==> config.mk <==
export PLATFORM = sky130hd
export DESIGN_NAME = regfile_wb_arbiter
export DESIGN_NICKNAME = d
export VERILOG_FILES = /design/src/rtl/regfile_wb_arbiter.sv
export SDC_FILE = /design/constraint.sdc
export NUM_CORES = 1
export LEC_CHECK = 0
export BUFFER_PORTS_ARGS = -buffer_cell sky130_fd_sc_hd__clkbuf_2
export CAP_MARGIN = 30
export CORE_MARGIN = 2
export CORE_UTILIZATION = 52
export CTS_BUF_LIST = sky130_fd_sc_hd__clkbuf_2 sky130_fd_sc_hd__clkbuf_4 sky130_fd_sc_hd__clkbuf_8
export DETAILED_ROUTE_END_ITERATION = 8
export GPL_TIMING_DRIVEN = 0
export PLACE_DENSITY = 0.88
export SYNTH_ARGS = -nofsm -noshare
export SYNTH_HDL_FRONTEND = slang
export SYNTH_SLANG_ARGS = --single-unit
==> constraint.sdc <==
create_clock -name clk -period 5.2 [get_ports clk]
set_clock_uncertainty 0.15 [all_clocks]
set_input_delay 0.52 -clock clk [delete_from_list [all_inputs] [get_ports clk]]
set_output_delay 0.52 -clock clk [all_outputs]
set_load 0.005 [all_outputs]
==> src/rtl/regfile_wb_arbiter.sv <==
// Register-file write-port arbiter: the pipeline writeback always owns the port; long-unit results wait in a small
// FIFO and drain into free slots. Optional macro LU_BYPASS_EN writes a long-unit result straight through when idle.
module regfile_wb_arbiter #(
   parameter int XLEN         = 32,
   parameter int Q_DEPTH      = 2,
   parameter int STARVE_LIMIT = 4
) (
   input  logic            clk,
   input  logic            rst_n,
   input  logic            pipe_wb_en,
   input  logic [4:0]      pipe_wb_rd,
   input  logic [XLEN-1:0] pipe_wb_data,
   input  logic            lu_valid,
   output logic            lu_ready,
   input  logic [4:0]      lu_rd,
   input  logic [XLEN-1:0] lu_data,
   input  logic            issue_en,
   input  logic [4:0]      issue_rd,
   input  logic [4:0]      id_rs1,
   input  logic [4:0]      id_rs2,
   output logic            hazard,
   output logic            pipe_stall,
   output logic            rf_we,
   output logic [4:0]      rf_rd,
   output logic [XLEN-1:0] rf_wdata
);

   localparam int AW = $clog2(Q_DEPTH);
   localparam int CW = $clog2(Q_DEPTH + 1);
   localparam int SW = $clog2(STARVE_LIMIT + 1);
   localparam logic [CW-1:0] Q_FULL = CW'(Q_DEPTH);
   localparam logic [SW-1:0] S_MAX  = SW'(STARVE_LIMIT);

   logic [4:0]      q_rd   [Q_DEPTH];
   logic [XLEN-1:0] q_data [Q_DEPTH];
   logic [AW-1:0]   wr_ptr;
   logic [AW-1:0]   rd_ptr;
   logic [CW-1:0]   count;
   logic [CW-1:0]   count_nxt;
   logic            ready_q;
   logic [31:0]     busy;
   logic [31:0]     busy_nxt;
   logic [31:0]     set_vec;
   logic [31:0]     clr_vec;
   logic [31:0]     hazard_vec;
   logic [SW-1:0]   starve;
   logic [SW-1:0]   starve_nxt;

   logic            pipe_busy;
   logic            q_empty;
   logic            pop;
   logic            push;
   logic            bypass;
   logic            bypass_we;
   logic            lu_wr;
   logic [4:0]      lu_wr_rd;
   logic [XLEN-1:0] lu_wr_data;

   always_comb begin
      pipe_busy = pipe_wb_en && (pipe_wb_rd != 5'd0);
      q_empty   = (count == '0);
      pop       = !pipe_busy && !q_empty;
`ifdef LU_BYPASS_EN
      bypass    = rst_n && !pipe_busy && q_empty && lu_valid;
`else
      bypass    = 1'b0;
`endif
      // x0 results complete the handshake but are never stored or written
      push       = lu_valid && ready_q && !bypass && (lu_rd != 5'd0);
      bypass_we  = bypass && (lu_rd != 5'd0);
      lu_wr      = pop || bypass_we;
      lu_wr_rd   = pop ? q_rd[rd_ptr]   : lu_rd;
      lu_wr_data = pop ? q_data[rd_ptr] : lu_data;
      count_nxt  = count + CW'(push) - CW'(pop);
   end

   // Combinational outputs are gated by rst_n so they fall the instant reset asserts.
   always_comb begin
      rf_we    = 1'b0;
      rf_rd    = 5'd0;
      rf_wdata = '0;
      if (rst_n) begin
         if (pipe_busy) begin
            rf_we    = 1'b1;
            rf_rd    = pipe_wb_rd;
            rf_wdata = pipe_wb_data;
         end else if (lu_wr) begin
            rf_we    = 1'b1;
            rf_rd    = lu_wr_rd;
            rf_wdata = lu_wr_data;
         end
      end
      lu_ready = ready_q || bypass;
   end

   always_comb begin
      set_vec  = '0;
      clr_vec  = '0;
      if (issue_en && (issue_rd != 5'd0)) set_vec = 32'd1 << issue_rd;
      if (lu_wr) clr_vec = 32'd1 << lu_wr_rd;
      busy_nxt = ((busy & ~clr_vec) | set_vec) & ~32'd1;
      // A same-cycle re-issue keeps the register pending, so the forwarded write does not release ID
      hazard_vec = busy & ~(clr_vec & ~set_vec);
      hazard     = rst_n && (hazard_vec[id_rs1] || hazard_vec[id_rs2]);
   end

   always_comb begin
      if (q_empty || pop)     starve_nxt = '0;
      else if (starve == S_MAX) starve_nxt = starve;
      else                      starve_nxt = starve + SW'(1);
   end

   always_ff @(posedge clk or negedge rst_n) begin
      if (!rst_n) begin
         wr_ptr     <= '0;
         rd_ptr     <= '0;
         count      <= '0;
         ready_q    <= 1'b0;
         busy       <= '0;
         starve     <= '0;
         pipe_stall <= 1'b0;
      end else begin
         if (push) wr_ptr <= wr_ptr + AW'(1);
         if (pop)  rd_ptr <= rd_ptr + AW'(1);
         count      <= count_nxt;
         ready_q    <= (count_nxt < Q_FULL);
         busy       <= busy_nxt;
         starve     <= starve_nxt;
         pipe_stall <= (starve_nxt == S_MAX);
      end
   end

   always_ff @(posedge clk) begin
      if (push) begin
         q_rd[wr_ptr]   <= lu_rd;
         q_data[wr_ptr] <= lu_data;
      end
   end

endmodule

==> flow_summary.rst <==
.. list-table::
   :header-rows: 1

   * - Metric
     - Value
   * - Run status
     - complete, no violations
   * - Total GRT Usage
     - 29.66%
   * - Number of enable flip-flop cells after synthesis
     - 74
   * - Top-count cell post-synth
     - edfxtp_1
   * - Synth warnings
     - 0
   * - Cells after DPL
     - 934
   * - Mean area per synthesized cell
     - 10.25 µm²
   * - Power density over the cells
     - 458.9 mW/mm²
   * - First-pass detailed-route iteration total
     - 6
   * - Wire length per cell
     - 20.26 µm
   * - Proportion of power drawn by the clock network
     - 21.7%
   * - Total Wirelength
     - 19590 µm
   * - Switching share of power
     - 39.07%
   * - Pin count of the biggest net entering global routing
     - 31
   * - Worst hold margin
     - 0.1193 ns
   * - Num rows
     - 40
   * - Sequential group share of total power
     - 38.4%
   * - Number of nets in the synthesized netlist
     - 732
   * - Combinational fraction of design power
     - 39.9%
   * - Number of cells traversed by the worst register-to-register path
     - 8
   * - Kind of path behind the tightest hold check
     - input pin to flop
   * - Clock slew at the register clock pins of the worst setup and hold paths
     - 0.07 ns
   * - Starting DRC count in detailed routing
     - 743
   * - Slack of the critical path
     - 1.154 ns
   * - Global-route wire length before repair
     - 30030 µm
   * - Ratio of cells with drive above 1 in the final layout
     - 24.78%
   * - Post-CTS Hold Fix Bufs
     - 1
   * - Layout overhead on the synthesized area
     - 20.18%
   * - Proportion of netlist area held by the largest area contributor
     - 34.19%
   * - Vias in the first global route
     - 5612
   * - Tmin final
     - 4.046 ns
   * - Dominant synthesized flop cell
     - edfxtp_1
   * - Count of buffers added by post-CTS timing repair for setup
     - 0
   * - Initial standard-cell utilization of the core
     - 53.66%
   * - Top post-synthesis cells by count
     - 74 x edfxtp_1, 70 x nor2_1, 47 x nor3_1
   * - Headroom to the max-slew limit
     - 45.81%
   * - Share of the yosys chip area belonging to registers
     - 49.60%
   * - Post-Layout Cell Count
     - 967
   * - Req. time, crit path
     - 4.53 ns
   * - Initial antenna violation count
     - 0
   * - Count of vias placed by the detailed router
     - 6072
   * - Power dissipated by switching net loads
     - 1.400 mW
   * - Number of nets with antenna violations after routing
     - 0
   * - Final number of setup-violating endpoints
     - 0
   * - Width of the die
     - 115.8 µm
   * - Core region area
     - 0.01211 mm²
   * - Area of placed instances
     - 0.007437 mm²
   * - Top cell type by total area after synthesis
     - edfxtp_1
   * - Largest cells by area after synthesis
     - edfxtp_1 34%, dfrtp_1 15%, mux2i_1 5.7%
   * - Leak pwr
     - 3.096 nW
   * - Maximum level of the CTS H-tree
     - 4
   * - Total power after layout
     - 3.584 mW
   * - Final net count
     - 884
   * - Total die area
     - 0.01341 mm²
   * - I/O pin count
     - 135
   * - Number of synthesized register bits
     - 114
   * - Maximum Capacitance Violations
     - 0
   * - Achievable clock frequency
     - 247.2 MHz
   * - Remaining global-route overflow
     - 0
   * - Slew of the pin with the lowest slew margin
     - 0.8128 ns
   * - Post-Synthesis Cells
     - 634
   * - Clock root buffer
     - clkbuf_8
   * - Die outline height
     - 115.8 µm
   * - Post-detailed-placement half-perimeter wirelength
     - 14310 µm
   * - Worst skew pair latency
     - 0.44 ns
   * - Final total negative setup slack
     - 0 ns
   * - Count of final hold-check violations
     - 0
   * - Count of cells resized by post-cts repair
     - 0
   * - Fraction of registers with async set or reset after synthesis
     - 35.09%
   * - Critical path endpoint category
     - primary output
   * - Startpoint types
     - flop
   * - Slew Viols, Final
     - 0
   * - Setup Slack @ Placement
     - 1.622 ns
   * - Worst reg2reg startpoint
     - count[1]$_DFF_PN0_
   * - Worst setup path class
     - flop to primary output
   * - Endpoint of the lowest-slack register-to-register path
     - busy[25]$_DFF_PN0_
   * - End-of-flow core utilization
     - 64.48%
   * - Routability congestion estimate from global placement
     - 0.9877
   * - Worst R2R Setup Slack
     - 2.14 ns
   * - Clk sinks
     - 114
   * - Vias per std cell
     - 6.279
   * - Highest net fanout along the worst path
     - 10
   * - Critical Path Start
     - rd_ptr$_DFFE_PN0N_
   * - Number of antenna repair diodes
     - 0
   * - Cell internal power dissipation
     - 2.184 mW
   * - Number of distinct library cells after synthesis
     - 77
   * - Post-Synthesis Cell Area
     - 0.006499 mm²
   * - Port-buffer cells
     - 129
   * - DRC violations left
     - 0
   * - Data arrival time of the critical path
     - 3.38 ns
   * - Area of all placed cells without fillers
     - 0.007810 mm²
   * - Clock tree from TritonCTS
     - built
   * - Worst Setup EP
     - hazard
   * - Maximum vdd ir drop
     - 0.3045 mV
   * - Unrepaired setup endpoints after global routing
     - no
   * - Maximum clock insertion buffer count
     - 2
   * - Total CTS buffers
     - 17
   * - Post-route clock period utilization
     - 77.81%
## critical path: stages, from the launching register on
cell       delay, ns
dfrtp_1         0.43
buf_6           0.18
nor3b_1         0.39
o21ai_0         0.28
o41ai_1         0.73
mux4_2          0.38
a211oi_1        0.10
a311oi_2        0.19
o2111ai_1       0.13
clkbuf_2        0.14
## layer usage
layer | vias to the layer above | routed length (µm) | track usage [%]
met2 | 406 | 9347 | 48.81
met5 | - | 0 | 0
met1 | 2881 | 7637 | 38.87
met4 | 0 | 501 | 9.524
met3 | 44 | 2099 | 7.374
li1 | 2741 | - | -
## flip-flops by register name, indices dropped and copies added, names as in the netlist
| register | flops |
|---|---|
| rd_ptr | 1 |
| wr_ptr | 1 |
| starve | 3 |
| busy | 31 |
| lu_ready | 1 |
| count | 2 |
| pipe_stall | 1 |
| q_data | 64 |
| q_rd | 10 |
## cell families (layout without fill, tap and decap cells)
kind of cell    count (synthesis)  count (layout)  share of synthesized area, %
simple gates                  243             243                         19.56
mux                            41              41                         6.796
compound gates                165             165                         18.56
fa+ha+maj                       4               4                        0.7702
flops                         114             114                         49.60
xor+xnor                        5               5                        0.6738
buf+inv                        62             227                         4.043
## power by group through the flow
| stage | combinational [mW] | sequential [mW] | clock [mW] |
|---|---|---|---|
| floorplan | 0.972 | 1.35 | 0 |
| global placement | 1.34 | 1.38 | 0 |
| detailed placement | 1.39 | 1.39 | 0 |
| CTS | 1.40 | 1.37 | 0.773 |
| global route | 1.54 | 1.40 | 0.821 |
| finish | 1.43 | 1.38 | 0.777 |
## worst min path at each step
| stage | to | from | slack (ns) | cells after the start |
|---|---|---|---|---|
| 3_3_place_gp | busy[9]$_DFF_PN0_ | busy[9]$_DFF_PN0_ | 0.31 | 1 |
| 6_report | q_data[1][14]$_DFFE_PP_ | lu_data[14] | 0.12 | 1 |
| 3_5_place_dp | busy[7]$_DFF_PN0_ | rst_n | 0.31 | 1 |
| 5_1_grt | q_data[0][5]$_DFFE_PP_ | lu_data[5] | 0.11 | 1 |
| 2_1_floorplan | busy[10]$_DFF_PN0_ | rst_n | 0.07 | 0 |
| 4_1_cts | q_data[0][10]$_DFFE_PP_ | lu_data[10] | 0.11 | 1 |
## layout by cell type (no fill, tap or decap), types with 6 or more instances in the layout
cell and count:
clkbuf_8 17, dfrtp_1 40, o22ai_1 12, o21ai_0 24, and2_1 8, nor2b_1 8, nor2_1 68, clkbuf_2 130
o41ai_1 18, o41a_1 6, edfxtp_1 74, o31ai_1 11, clkbuf_1 29, nand2_1 43, nor4_1 8, nand4b_1 6
nor3_1 47, o311ai_0 6, nand2b_1 11, a21oi_1 39, inv_1 16, mux2i_1 37, buf_2 8
## final cells by class
type	instances	area (µm²)
multi-input cells	458	3028
plain buffers	45	198.9
well taps	168	210.2
repair buffers	133	723.2
fillers	971	4302
inverters	17	63.81
flip-flops and latches	114	3223
clock buffers	19	249.0
clock inverters	13	113.9
Note: power is estimated with default switching activity, not from simulation.
